### config.mk
export PLATFORM = sky130hd
export DESIGN_NAME = mem_port_arbiter_flat
export DESIGN_NICKNAME = d
export VERILOG_FILES = /design/src/rtl/mem_arb_pkg.sv /design/src/rtl/mem_port_arbiter_if.sv /design/src/rtl/mem_arb_tracker.sv /design/src/rtl/mem_port_arbiter.sv /design/src/flat_wrapper.sv
export SDC_FILE = /design/constraint.sdc
export NUM_CORES = 1
export LEC_CHECK = 0
export BUFFER_PORTS_ARGS = -buffer_cell sky130_fd_sc_hd__buf_2
export CAP_MARGIN = 5
export CORE_AREA = 4 4 75 77
export CTS_CLUSTER_SIZE = 30
export DETAILED_ROUTE_END_ITERATION = 10
export DIE_AREA = 0 0 79 81
export PLACE_DENSITY_LB_ADDON = 0.08
export SKIP_LAST_GASP = 1
export SLEW_MARGIN = 20
export SYNTH_ARGS = -nofsm -noshare
export SYNTH_HDL_FRONTEND = slang
export SYNTH_SLANG_ARGS = --single-unit
### constraint.sdc
create_clock -name clk -period 5.6 [get_ports clk]
set_input_delay 1.68 -clock clk [delete_from_list [all_inputs] [get_ports clk]]
set_output_delay 1.68 -clock clk [all_outputs]
set_load 0.01 [all_outputs]
### src/rtl/mem_arb_pkg.sv
// Shared types for the IF/MEM single-port memory arbiter.
// Bus widths of mem_req_t follow the package defaults below.
package mem_arb_pkg;

    localparam int ARB_ADDR_WIDTH = 10;
    localparam int ARB_DATA_WIDTH = 32;
    localparam int CNT_W          = 3;

    typedef enum logic {ARB_IDLE, ARB_RD_WAIT} arb_state_e;
    typedef enum logic {OWN_IF, OWN_D} arb_owner_e;

    typedef struct packed {
        logic                      we;
        logic [ARB_ADDR_WIDTH-1:0] addr;
        logic [ARB_DATA_WIDTH-1:0] wdata;
    } mem_req_t;

endpackage

### src/rtl/mem_port_arbiter_if.sv
// Pipeline-side request ports and memory-macro bus of the arbiter.
// slave = arbiter view, master = pipeline/memory environment view.
interface mem_port_arbiter_if #(
    parameter int ADDR_WIDTH = 10,
    parameter int DATA_WIDTH = 32
);
    logic                  if_req;
    logic [ADDR_WIDTH-1:0] if_addr;
    logic                  if_gnt;
    logic                  if_rvalid;
    logic [DATA_WIDTH-1:0] if_rdata;

    logic                  d_req;
    logic                  d_we;
    logic [ADDR_WIDTH-1:0] d_addr;
    logic [DATA_WIDTH-1:0] d_wdata;
    logic                  d_gnt;
    logic                  d_rvalid;
    logic [DATA_WIDTH-1:0] d_rdata;

    logic                  mem_en;
    logic                  mem_we;
    logic [ADDR_WIDTH-1:0] mem_addr;
    logic [DATA_WIDTH-1:0] mem_wdata;
    logic [DATA_WIDTH-1:0] mem_rdata;

    modport slave (
        input  if_req, if_addr, d_req, d_we, d_addr, d_wdata, mem_rdata,
        output if_gnt, if_rvalid, if_rdata, d_gnt, d_rvalid, d_rdata,
               mem_en, mem_we, mem_addr, mem_wdata
    );

    modport master (
        output if_req, if_addr, d_req, d_we, d_addr, d_wdata, mem_rdata,
        input  if_gnt, if_rvalid, if_rdata, d_gnt, d_rvalid, d_rdata,
               mem_en, mem_we, mem_addr, mem_wdata
    );

endinterface

### src/rtl/mem_arb_tracker.sv
// Latency counter and owner flag of the single outstanding read;
// decodes the final wait cycle into the owner's rvalid pulse.
module mem_arb_tracker
    import mem_arb_pkg::*;
#(
    parameter int MEM_LATENCY = 1
) (
    input  logic       clk,
    input  logic       reset_b,
    input  logic       load,
    input  arb_owner_e load_owner,
    input  logic       active,
    output logic       last,
    output logic       if_rvalid,
    output logic       d_rvalid
);

    logic [CNT_W-1:0] cnt;
    arb_owner_e       owner;

    // NOTE: sequential state uses non-blocking assignments so every flop
    // samples pre-edge values regardless of statement order.
    always_ff @(posedge clk or negedge reset_b) begin
        if (!reset_b) begin
            cnt   <= '0;
            owner <= OWN_IF;
        end else if (load) begin
            cnt   <= CNT_W'(MEM_LATENCY);
            owner <= load_owner;
        end else if (active && (cnt != '0)) begin
            cnt   <= cnt - 1'b1;
        end
    end

    // Counter reads 1 in the cycle mem_rdata is valid.
    assign last      = active && (cnt == CNT_W'(1));
    assign if_rvalid = last && (owner == OWN_IF);
    assign d_rvalid  = last && (owner == OWN_D);

endmodule

### src/rtl/mem_port_arbiter.sv
// Shares one single-port memory between IF reads and MEM-stage ld/sd,
// data side first. ARB_STARVE_GUARD_EN lets IF win once after STARVE_LIMIT data grants.
module mem_port_arbiter
    import mem_arb_pkg::*;
#(
    parameter int ADDR_WIDTH   = ARB_ADDR_WIDTH,
    parameter int DATA_WIDTH   = ARB_DATA_WIDTH,
    parameter int MEM_LATENCY  = 1,
    parameter int STARVE_LIMIT = 4
) (
    input  logic                clk,
    input  logic                reset_b,
    mem_port_arbiter_if.slave   bus,
    output logic                busy
);

    arb_state_e state, state_nxt;
    logic       issue_ok;
    logic       if_first;
    logic       read_issue;
    logic       last;
    logic       if_rvalid;
    logic       d_rvalid;
    mem_req_t   sel;

`ifdef ARB_STARVE_GUARD_EN
    logic [CNT_W-1:0] starve_cnt;

    always_ff @(posedge clk or negedge reset_b) begin
        if (!reset_b) begin
            starve_cnt <= '0;
        end else if (!bus.if_req || bus.if_gnt) begin
            starve_cnt <= '0;
        end else if (bus.d_gnt && (starve_cnt != '1)) begin
            starve_cnt <= starve_cnt + 1'b1;
        end
    end

    assign if_first = bus.if_req && bus.d_req && (starve_cnt == CNT_W'(STARVE_LIMIT));
`else
    assign if_first = 1'b0;
`endif

    always_ff @(posedge clk or negedge reset_b) begin
        if (!reset_b) state <= ARB_IDLE;
        else          state <= state_nxt;
    end

    // NOTE: every output of this block gets a default first, so no path
    // leaves a signal unassigned and no latch is inferred.
    always_comb begin
        issue_ok      = (state == ARB_IDLE) || last;
        bus.d_gnt     = issue_ok && bus.d_req && !if_first;
        bus.if_gnt    = issue_ok && bus.if_req && !bus.d_gnt;
        read_issue    = (bus.d_gnt && !bus.d_we) || bus.if_gnt;
        sel           = '0;
        if (bus.d_gnt) begin
            sel = '{we: bus.d_we, addr: bus.d_addr, wdata: bus.d_wdata};
        end else if (bus.if_gnt) begin
            sel = '{we: 1'b0, addr: bus.if_addr, wdata: '0};
        end
        bus.mem_en    = bus.d_gnt || bus.if_gnt;
        bus.mem_we    = sel.we;
        bus.mem_addr  = sel.addr;
        bus.mem_wdata = sel.wdata;

        state_nxt = ARB_IDLE;
        if (read_issue)                          state_nxt = ARB_RD_WAIT;
        else if ((state == ARB_RD_WAIT) && !last) state_nxt = ARB_RD_WAIT;
    end

    mem_arb_tracker #(.MEM_LATENCY(MEM_LATENCY)) u_tracker (
        .clk        (clk),
        .reset_b    (reset_b),
        .load       (read_issue),
        .load_owner (bus.d_gnt ? OWN_D : OWN_IF),
        .active     (state == ARB_RD_WAIT),
        .last       (last),
        .if_rvalid  (if_rvalid),
        .d_rvalid   (d_rvalid)
    );

    assign busy          = (state == ARB_RD_WAIT);
    assign bus.if_rvalid = if_rvalid;
    assign bus.d_rvalid  = d_rvalid;
    assign bus.if_rdata  = if_rvalid ? bus.mem_rdata : '0;
    assign bus.d_rdata   = d_rvalid  ? bus.mem_rdata : '0;

    // Requesters must hold request and payload until granted.
    a_if_hold: assert property (@(posedge clk) disable iff (!reset_b)
        (bus.if_req && !bus.if_gnt) |=> (bus.if_req && $stable(bus.if_addr)));
    a_d_hold: assert property (@(posedge clk) disable iff (!reset_b)
        (bus.d_req && !bus.d_gnt) |=> (bus.d_req && $stable(bus.d_we)
            && $stable(bus.d_addr) && $stable(bus.d_wdata)));
    a_params: assert property (@(posedge clk)
        (MEM_LATENCY >= 1) && (MEM_LATENCY <= 7) && (STARVE_LIMIT <= 7));

endmodule

### src/flat_wrapper.sv
// flat-port wrapper written by rule: the top's interface ports become plain ports
module mem_port_arbiter_flat import mem_arb_pkg::*;
#(
    parameter int ADDR_WIDTH   = ARB_ADDR_WIDTH,
    parameter int DATA_WIDTH   = ARB_DATA_WIDTH,
    parameter int MEM_LATENCY  = 1,
    parameter int STARVE_LIMIT = 4
)
  (clk, reset_b, busy, bus_if_req, bus_if_addr, bus_d_req, bus_d_we, bus_d_addr, bus_d_wdata, bus_mem_rdata, bus_if_gnt, bus_if_rvalid, bus_if_rdata, bus_d_gnt, bus_d_rvalid, bus_d_rdata, bus_mem_en, bus_mem_we, bus_mem_addr, bus_mem_wdata);
  mem_port_arbiter_if #(.ADDR_WIDTH(ADDR_WIDTH), .DATA_WIDTH(DATA_WIDTH)) bus_i ();
  input  logic clk;
  input  logic reset_b;
  output logic busy;
  input wire logic [$bits(bus_i.if_req)-1:0] bus_if_req;
  input wire logic [$bits(bus_i.if_addr)-1:0] bus_if_addr;
  input wire logic [$bits(bus_i.d_req)-1:0] bus_d_req;
  input wire logic [$bits(bus_i.d_we)-1:0] bus_d_we;
  input wire logic [$bits(bus_i.d_addr)-1:0] bus_d_addr;
  input wire logic [$bits(bus_i.d_wdata)-1:0] bus_d_wdata;
  input wire logic [$bits(bus_i.mem_rdata)-1:0] bus_mem_rdata;
  output wire logic [$bits(bus_i.if_gnt)-1:0] bus_if_gnt;
  output wire logic [$bits(bus_i.if_rvalid)-1:0] bus_if_rvalid;
  output wire logic [$bits(bus_i.if_rdata)-1:0] bus_if_rdata;
  output wire logic [$bits(bus_i.d_gnt)-1:0] bus_d_gnt;
  output wire logic [$bits(bus_i.d_rvalid)-1:0] bus_d_rvalid;
  output wire logic [$bits(bus_i.d_rdata)-1:0] bus_d_rdata;
  output wire logic [$bits(bus_i.mem_en)-1:0] bus_mem_en;
  output wire logic [$bits(bus_i.mem_we)-1:0] bus_mem_we;
  output wire logic [$bits(bus_i.mem_addr)-1:0] bus_mem_addr;
  output wire logic [$bits(bus_i.mem_wdata)-1:0] bus_mem_wdata;
  assign bus_i.if_req = bus_if_req;
  assign bus_i.if_addr = bus_if_addr;
  assign bus_i.d_req = bus_d_req;
  assign bus_i.d_we = bus_d_we;
  assign bus_i.d_addr = bus_d_addr;
  assign bus_i.d_wdata = bus_d_wdata;
  assign bus_i.mem_rdata = bus_mem_rdata;
  assign bus_if_gnt = bus_i.if_gnt;
  assign bus_if_rvalid = bus_i.if_rvalid;
  assign bus_if_rdata = bus_i.if_rdata;
  assign bus_d_gnt = bus_i.d_gnt;
  assign bus_d_rvalid = bus_i.d_rvalid;
  assign bus_d_rdata = bus_i.d_rdata;
  assign bus_mem_en = bus_i.mem_en;
  assign bus_mem_we = bus_i.mem_we;
  assign bus_mem_addr = bus_i.mem_addr;
  assign bus_mem_wdata = bus_i.mem_wdata;
  mem_port_arbiter #(.ADDR_WIDTH(ADDR_WIDTH), .DATA_WIDTH(DATA_WIDTH), .MEM_LATENCY(MEM_LATENCY), .STARVE_LIMIT(STARVE_LIMIT)) u_core (.clk(clk), .reset_b(reset_b), .bus(bus_i), .busy(busy));
endmodule
==> flow_metrics.tcl, run 1 <==
set metrics [dict create \
    yosysWarnings 0 \
    area_growth_pct 89.9 \
    dr.pass1.iters 4 \
    cts_root_buf "clkbuf_8" \
    finalCritPeriodShare 0.820 \
    dieArea_mm2 0.00640 \
    fp.coreArea_mm2 0.00501 \
    synth_fa_ha_area_frac 0.0324 \
    critPathRequiredTime_ps 3920 \
    crit_arrival_ps 2910 \
    grt_pass1_wl_mm 8.06 \
    io_pins 202 \
    clk_path_buf_depth 2 \
    clock_latency_ps 220 \
    critPathKind "input pin to primary output" \
    num_antenna_cells 0 \
    peakVddDrop_mv 0.327 \
    start_util 0.232 \
    final_util 0.440 \
    status "finished clean" \
    synth-simple-area-share 0.602 \
    gr-usage-met3 0.0244 \
    postCtsSetupBuffers 0 \
    ctsHtreeMaxLevel 1 \
    vias 1660 \
    synth_compound_area_frac 0.153 \
    slew_viol_final 0 \
    rows 26 \
    dp_cells 415 \
    ys_top_cells_by_area "and2_1 52%, dfrtp_1 11%, a22o_1 7.6%, buf_6 4.9%, ha_1 3.2%" \
    netlist_instances 157 \
    rsz0062_at_grt "no" \
    synth-seq-area-share 0.108 \
    cts_tree "done" \
    gr-total-overflow 0 \
    muxShareOfSynthArea 0.00863 \
    place.gp.congestion 0.842 \
    routedWlPerCell_um 13.2 \
    cts_resized 0 \
    grt.total_usage 0.154 \
    multi_input_area_um2 923 \
    syn_area_mm2 0.00116 \
    grt_max_degree 45 \
    fp.dieH_um 81 \
    fmax_mhz 218 \
    maxCapViolations 0 \
    synth_top_family_by_area "simple AND/OR/NAND/NOR gates" \
    antenna_found_initial 0 \
    p_leak_nw 1.44 \
    routed_wl_mm 5.54 \
    synth_xor_area_frac 0 \
    period_needed_ps 4590 \
    die-width_um 79 \
    numCtsBuffers 3 \
    min_path_type "register to register" \
    path_clk_slew_ps 30 \
    skew_ps 0.775 \
    startpoint_type "input pin" \
    ys_ff_latch 5 \
    slew_headroom 0.390 \
    grt_util_met2 0.292 \
    ant_nets 0 \
    drive_gt1_frac 0.602 \
    grt_use_met1 0.174 \
    dp_hpwl_mm 4.74 \
    nets 442 \
    busiest_layer "met2" \
    drc 0 \
    grt_pass1_vias 1498 \
    vias_per_cell 3.96 \
    end_kind "primary output" \
    fill_cells 571 \
    yosys.area.top_type "and2_1" \
    tightest_slew_ps 911 \
    power_density_mw_per_mm2 344 \
    seq_area_um2 125 \
    first_iter_violations 41 \
    ys_types 25 \
    finalNonFillerCells 419 \
    hold_viol_final 0 \
    synth_top_area_frac 0.523 \
    setup_viol 0 \
    ctsHoldBuffers 0 \
    avgSynthCellArea_um2 7.39 \
    io_buffers 201 \
    clock_sinks 5 \
    synth_fp_nets 249 \
    critPathMaxFanout 44 \
    finalSetupTns_ps 0 \
]
-- flip-flops by register name, summed over array words and instances, names as in the netlist --
name                    flops
u_core.busy                 1
u_core.u_tracker.cnt        3
u_core.u_tracker.owner      1
-- metrics by stage --
stage          instance area (µm²)  power [mW]  worst slack, ps  hold slack [ps]
2_1_floorplan                 1160       0.489             1570              527
3_3_place_gp                  2160       0.709             1030              570
3_5_place_dp                  2160       0.702             1020              573
4_1_cts                       2200       0.772             1020              584
5_1_grt                       2200       0.836              869              619
6_report                      2200       0.758             1010              578
-- cells in the final DEF (no fill, tap or decap), types with 2 or more instances in the layout --
cell        n
dfrtp_1     5
nor3_4      2
ha_1        3
nand2_1     3
nor2_1      4
clkbuf_8    3
buf_2     201
inv_1       3
and2_1     97
a21oi_1     3
a22o_1     10
nand2b_1    2
-- cell families (layout without fill, tap and decap cells) --
| group | after synthesis | after routing |
|---|---|---|
| fa+ha+maj | 3 | 3 |
| buf+inv | 17 | 209 |
| flops | 5 | 5 |
| compound gates | 21 | 21 |
| simple gates | 110 | 110 |
| mux | 1 | 1 |
-- cell usage after synthesis --
| master | instances |
|---|---|
| a211oi_1 | 1 |
| a21boi_4 | 1 |
| a21o_1 | 1 |
| a21oi_1 | 3 |
| a21oi_2 | 1 |
| a221o_1 | 1 |
| a221oi_1 | 1 |
| a22o_1 | 10 |
| a311oi_1 | 1 |
| and2_1 | 97 |
| and3_1 | 1 |
| buf_2 | 4 |
| buf_6 | 5 |
| clkbuf_2 | 4 |
| dfrtp_1 | 5 |
| ha_1 | 3 |
| inv_1 | 3 |
| inv_2 | 1 |
| mux2i_1 | 1 |
| nand2_1 | 3 |
| nand2b_1 | 2 |
| nand2b_4 | 1 |
| nor2_1 | 4 |
| nor3_4 | 2 |
| o21ai_0 | 1 |
-- worst paths after layout --
kind / start / to / slack [ps] / cells past startpoint
hold reg to reg: u_core.u_tracker.cnt[2] / u_core.u_tracker.cnt[2] / 580 / 2
max in group asynchronous: reset_b / u_core.u_tracker.cnt[2] / 4200 / 1
hold / removal: u_core.u_tracker.cnt[2] / u_core.u_tracker.cnt[2] / 580 / 2
setup / recovery: bus_d_req / bus_mem_addr[3] / 1010 / 4
setup reg to reg: u_core.u_tracker.cnt[1] / u_core.u_tracker.owner / 4060 / 5
min in group asynchronous: reset_b / u_core.u_tracker.cnt[0] / 1270 / 1
-- area by class of cell --
type,count,area share
inverters,4,0.00682
flip-flops and latches,5,0.0568
multi-input cells,135,0.419
repair buffers,201,0.457
clock buffers,4,0.0205
well taps,70,0.0398
-- metal layers --
metal / part of all wire / up-vias
met5: 0 / -
met4: 0.022 / 0
met3: 0.080 / 10
met2: 0.54 / 72
met1: 0.36 / 696
li1: - / 882
-- critical path, stage by stage --
cell and delay [ps]:
buf_2 130, a21boi_4 710, a22o_1 260, buf_2 130
-- report_power, final --
| group | switching [mW] | internal [mW] | leakage (nW) | total [mW] |
|---|---|---|---|---|
| Sequential | 0.0256 | 0.0510 | 0.0607 | 0.0767 |
| Combinational | 0.341 | 0.275 | 1.36 | 0.615 |
| Clock | 0.0177 | 0.0489 | 0.0228 | 0.0665 |
| Total | 0.384 | 0.374 | 1.44 | 0.758 |
No activity file was read; power rests on OpenSTA's default activity.
==> run 2: changes to the inputs <==
--- a/config.mk
+++ b/config.mk
@@ -7,10 +7,10 @@
 export LEC_CHECK = 0
 export BUFFER_PORTS_ARGS = -buffer_cell sky130_fd_sc_hd__buf_2
 export CAP_MARGIN = 5
-export CORE_AREA = 4 4 75 77
+export CORE_AREA = 4 4 76 78
 export CTS_CLUSTER_SIZE = 30
 export DETAILED_ROUTE_END_ITERATION = 10
-export DIE_AREA = 0 0 79 81
+export DIE_AREA = 0 0 80 82
 export PLACE_DENSITY_LB_ADDON = 0.08
 export SKIP_LAST_GASP = 1
 export SLEW_MARGIN = 20
==> constraint.sdc (replaced) <==
create_clock -name clk -period 3.9 [get_ports clk]
set_input_delay 1.17 -clock clk [delete_from_list [all_inputs] [get_ports clk]]
set_output_delay 1.17 -clock clk [all_outputs]
set_load 0.01 [all_outputs]
==> run 2 against run 1 <==
Non-clock buffer count grew 3. Final cell count grew 0.72%. Die area grew 2.5%. Sequential share of layout area shrank 0.058 points. Clock power grew 48%. First-iteration DRC count is the same. Setup slack lost 450 ps. Routed wire length grew 1.5%. Sequential power grew 43%. Critical path depth grew 1. Utilization shrank 0.12 points. Final area grew 1.0%.
==> flow_metrics.tcl, run 2 (synthesis results as in run 1) <==
set metrics [dict create \
    status "finished clean" \
    dp_hpwl_mm 4.82 \
    multi_input_area_um2 923 \
    place.gp.congestion 0.732 \
    num_antenna_cells 0 \
    grt_pass1_vias 1549 \
    intPower_mw 0.552 \
    clk_path_buf_depth 2 \
    final_cell_area_mm2 0.00222 \
    grt.total_usage 0.149 \
    end_kind "primary output" \
    cts_root_buf "clkbuf_8" \
    ctsHoldBuffers 0 \
    skew_ps 3.40 \
    dr.pass1.iters 4 \
    path_clk_slew_ps 30 \
    hold_depth 2 \
    drc 0 \
    sw_frac_of_total 0.502 \
    area_growth_pct 91.8 \
    vias 1694 \
    peakVddDrop_mv 0.319 \
    tightest_slew_ps 502 \
    seq_area_um2 125 \
    layout_common_cells "201 x buf_2, 97 x and2_1, 10 x a22o_1" \
    drive_gt1_frac 0.605 \
    fp.dieH_um 82 \
    nets 445 \
    die-width_um 80 \
    finalSetupTns_ps 0 \
    cts_resized 0 \
    gr-total-overflow 0 \
    r2r_cells 5 \
    slew_viol_final 0 \
    fp.coreArea_mm2 0.00507 \
    crit_arrival_ps 2170 \
    grt_pass1_wl_mm 7.78 \
    hold_viol_final 0 \
    rows 26 \
    fmax_mhz 299 \
    numCtsBuffers 3 \
    maxCapViolations 0 \
    routedWlPerCell_um 13.3 \
    routed_wl_mm 5.62 \
    io_pins 202 \
    startpoint_type "input pin" \
    start_util 0.229 \
    clock_latency_ps 230 \
    cts_tree "done" \
    place_area_mm2 0.00218 \
    ctsHtreeMaxLevel 1 \
    slew_headroom 0.666 \
    power_density_mw_per_mm2 498 \
    seqPwrFrac 0.099 \
    clock_sinks 5 \
    vias_per_cell 4.01 \
    final_common_cell "buf_2" \
    min_path_type "register to register" \
    largest_register_ffs 3 \
    dieArea_mm2 0.00656 \
    p_leak_nw 1.46 \
    finalCritPeriodShare 0.857 \
    p_comb_frac 0.812 \
    io_buffers 201 \
    p_sw_mw 0.557 \
    ant_nets 0 \
    setup_viol 0 \
    period_needed_ps 3340 \
    clock_power_share 0.089 \
    postCtsSetupBuffers 0 \
    top_register "u_core.u_tracker.cnt" \
    first_iter_violations 41 \
    fill_cells 564 \
    rsz0062_at_grt "no" \
    grt_max_degree 45 \
    antenna_found_initial 0 \
    power.total_mw 1.11 \
    critPathMaxFanout 12 \
    critPathRequiredTime_ps 2730 \
    critPathKind "input pin to primary output" \
]
==> run 2: worst paths after layout <==
| kind | from | to | slack (ps) |
|---|---|---|---|
| max | bus_d_req | bus_mem_addr[6] | 560 |
| min | u_core.u_tracker.cnt[2] | u_core.u_tracker.cnt[2] | 570 |
| max reg2reg | u_core.u_tracker.cnt[1] | u_core.u_tracker.owner | 2410 |
| min reg2reg | u_core.u_tracker.cnt[2] | u_core.u_tracker.cnt[2] | 570 |
| max in group asynchronous | reset_b | u_core.u_tracker.cnt[2] | 3010 |
| min in group asynchronous | reset_b | u_core.busy | 750 |
==> run 2: power groups by stage <==
stage          Clock, mW  Combinational (mW)  Sequential (mW)
6_report          0.0983               0.900            0.110
3_5_place_dp           0               0.914            0.110
3_3_place_gp           0               0.922            0.112
4_1_cts            0.102               0.918            0.110
2_1_floorplan          0               0.605           0.0972
5_1_grt            0.105               0.999            0.117
==> run 2: area by class of cell <==
type                       count  share of cell area
clock buffer                   4              0.0202
sequential                     5              0.0562
multi-input combinational    135               0.415
inverter                       4             0.00675
timing repair buffer         204               0.462
tap                           70              0.0394
==> run 2: per-stage QoR <==
step	instances	util	worst slack (ps)	hold WS, ps
2_1_floorplan	157	-	889	527
5_1_grt	422	0.438	482	657
4_1_cts	422	0.438	548	574
3_3_place_gp	418	0.429	567	575
6_report	422	0.438	557	566
3_5_place_dp	418	0.429	560	565
==> run 2: worst max-delay path: stages <==
cell and delay (ps):
buf_2 130, nand2b_1 150, a21oi_2 390, a22o_1 200
buf_2 130
==> run 2: layer usage <==
layer,vias to the layer above,wire [µm],global-route usage,share of wire
li1,891,-,-,-
met1,727,1850,0.147,0.33
met2,69,3230,0.313,0.57
met3,7,480,0.0230,0.085
met4,0,68,0.0422,0.012
met5,-,0,0,0
==> run 3: changes to the inputs <==
--- a/config.mk
+++ b/config.mk
@@ -11,7 +11,7 @@
 export CTS_CLUSTER_SIZE = 30
 export DETAILED_ROUTE_END_ITERATION = 10
 export DIE_AREA = 0 0 80 82
-export PLACE_DENSITY_LB_ADDON = 0.08
+export PLACE_DENSITY = 0.72
 export SKIP_LAST_GASP = 1
 export SLEW_MARGIN = 20
 export SYNTH_ARGS = -nofsm -noshare
==> run 3 against run 2 <==
Via count grew 1.2%. Routed wire length down 3.8%. First-iteration DRC count is 7.3% higher. Combinational power about the same. Count of clock-buffer cells in the layout unchanged. Clock skew fell by 3.3 ps. Global-route usage fell by 1.6 points. Power shrank 0.65%. Worst hold slack gained 17 ps. Maximum frequency fell by 3.5%.
==> flow_metrics.tcl, run 3 (synthesis results as in run 1) <==
set metrics [dict create \
    status "finished clean" \
    cp_slowest_stage_delay_ps 470 \
    dieArea_mm2 0.00656 \
    antenna_found_initial 0 \
    hold_viol_final 0 \
    largest_register_ffs 3 \
    clock_latency_ps 220 \
    crit_top_cell "buf_2" \
    ctsHtreeMaxLevel 1 \
    critPathBufInv 2 \
    grt_pass1_vias 1413 \
    fp.coreArea_mm2 0.00507 \
    crit_arrival_ps 2290 \
    io_pins 202 \
    power.total_mw 1.10 \
    clock_sinks 5 \
    area_growth_pct 91.2 \
    r2r_cells 5 \
    slowest_stage "a21oi_2" \
    num_antenna_cells 0 \
    dp_hpwl_mm 4.65 \
    slew_headroom 0.428 \
    critPathKind "input pin to primary output" \
    place_area_mm2 0.00217 \
    maxCapViolations 0 \
    r2r_end "u_core.u_tracker.owner" \
    numCtsBuffers 3 \
    critPathMaxFanout 12 \
    skew_ps 0.0819 \
    hold_depth 2 \
    postCtsSetupBuffers 0 \
    rows 26 \
    power_density_mw_per_mm2 497 \
    min_path_type "register to register" \
    critPathRequiredTime_ps 2730 \
    drive_gt1_frac 0.604 \
    fmax_mhz 289 \
    dr.pass1.iters 4 \
    first_iter_violations 44 \
    path_clk_slew_ps 30 \
    ff2ff_setup_slack_ps 2330 \
    fill_cells 533 \
    clk_path_buf_depth 2 \
    io_buffers 201 \
    vias 1714 \
    gr-total-overflow 0 \
    finalNonFillerCells 421 \
    period_needed_ps 3460 \
    cts_resized 0 \
    top_register "u_core.u_tracker.cnt" \
    grt.total_usage 0.133 \
    hp-start "u_core.u_tracker.cnt[2]" \
    drc 0 \
    cts_tree "done" \
    rsz0062_at_grt "no" \
    routed_wl_mm 5.41 \
    tightest_slew_ps 855 \
    finalSetupTns_ps 0 \
    reg2reg_from "u_core.u_tracker.cnt[1]" \
    vias_per_cell 4.07 \
    final_common_cell "buf_2" \
    end_kind "primary output" \
    finalCritPeriodShare 0.888 \
    routedWlPerCell_um 12.9 \
    grt_max_degree 45 \
    start_util 0.229 \
    die-width_um 80 \
    startpoint_type "input pin" \
    cp_cell_sequence "buf_2 -> nand2b_1 -> a21oi_2 -> a22o_1 -> buf_2" \
    final_cell_area_mm2 0.00222 \
    crit_family "compound AO/OA/AOI/OAI gates" \
    place.gp.congestion 0.805 \
    ctsHoldBuffers 0 \
    dp_cells 417 \
    slew_viol_final 0 \
    setup_viol 0 \
    dp_slack_ps 461 \
    fp.dieH_um 82 \
    cts_root_buf "clkbuf_8" \
    ant_nets 0 \
    min_to "u_core.u_tracker.cnt[2]" \
    grt_pass1_wl_mm 7.08 \
    peakVddDrop_mv 0.285 \
    layout_common_cells "201 x buf_2, 97 x and2_1, 10 x a22o_1" \
    nets 444 \
    setup_ws_ps 437 \
    p_leak_nw 1.45 \
]
run 3: cell types whose count changed in the layout (fill, tap and decap cells not counted), sizes merged:
cell  delta
buf      -1
run 3: stage by stage:
stage                util  hold slack, ps
finish              0.437             583
global route        0.437             597
CTS                 0.437             586
detailed placement  0.428             576
global placement    0.428             573
floorplan               -             527
run 3: worst max-delay path by stage:
stage | endpoint | depth (start not counted) | slack [ps] | startpoint
final | bus_mem_addr[2] | 5 | 440 | bus_d_req
after global routing | bus_mem_addr[2] | 5 | 340 | bus_d_req
after CTS | bus_mem_addr[2] | 5 | 460 | bus_d_req
after detailed placement | bus_mem_addr[2] | 5 | 460 | bus_d_req
after global placement | bus_mem_addr[7] | 5 | 530 | bus_d_req
after floorplan | bus_mem_addr[2] | 4 | 890 | bus_d_req
run 3: worst register-to-register path: stages, from the launching register on:
cell and delay (ps):
dfrtp_1 360, inv_1 100, ha_1 200, nand2b_4 130, a21oi_2 520, a211oi_1 110
run 3: cell type report:
type / instances / area (µm²) / area share
Inverter: 4 / 15.0 / 0.00677
Multi-Input combinational cell: 135 / 923 / 0.416
Timing Repair Buffer: 203 / 1020 / 0.460
Clock buffer: 4 / 45.0 / 0.0203
Sequential cell: 5 / 125 / 0.0564
Tap cell: 70 / 87.6 / 0.0395
run 3: metal layers:
metal	up-vias	routed length, µm	track usage	part of all wire
met1	740	1960	0.149	0.36
met2	77	2820	0.240	0.52
li1	889	-	-	-
met4	0	70	0.0507	0.013
met3	8	555	0.0340	0.10
met5	-	0	0	0
run 3: where the power goes:
group | switching [mW] | internal, mW | total (mW)
clock network | 0.0243 | 0.0701 | 0.0944
registers | 0.0368 | 0.0732 | 0.110
logic | 0.492 | 0.406 | 0.897
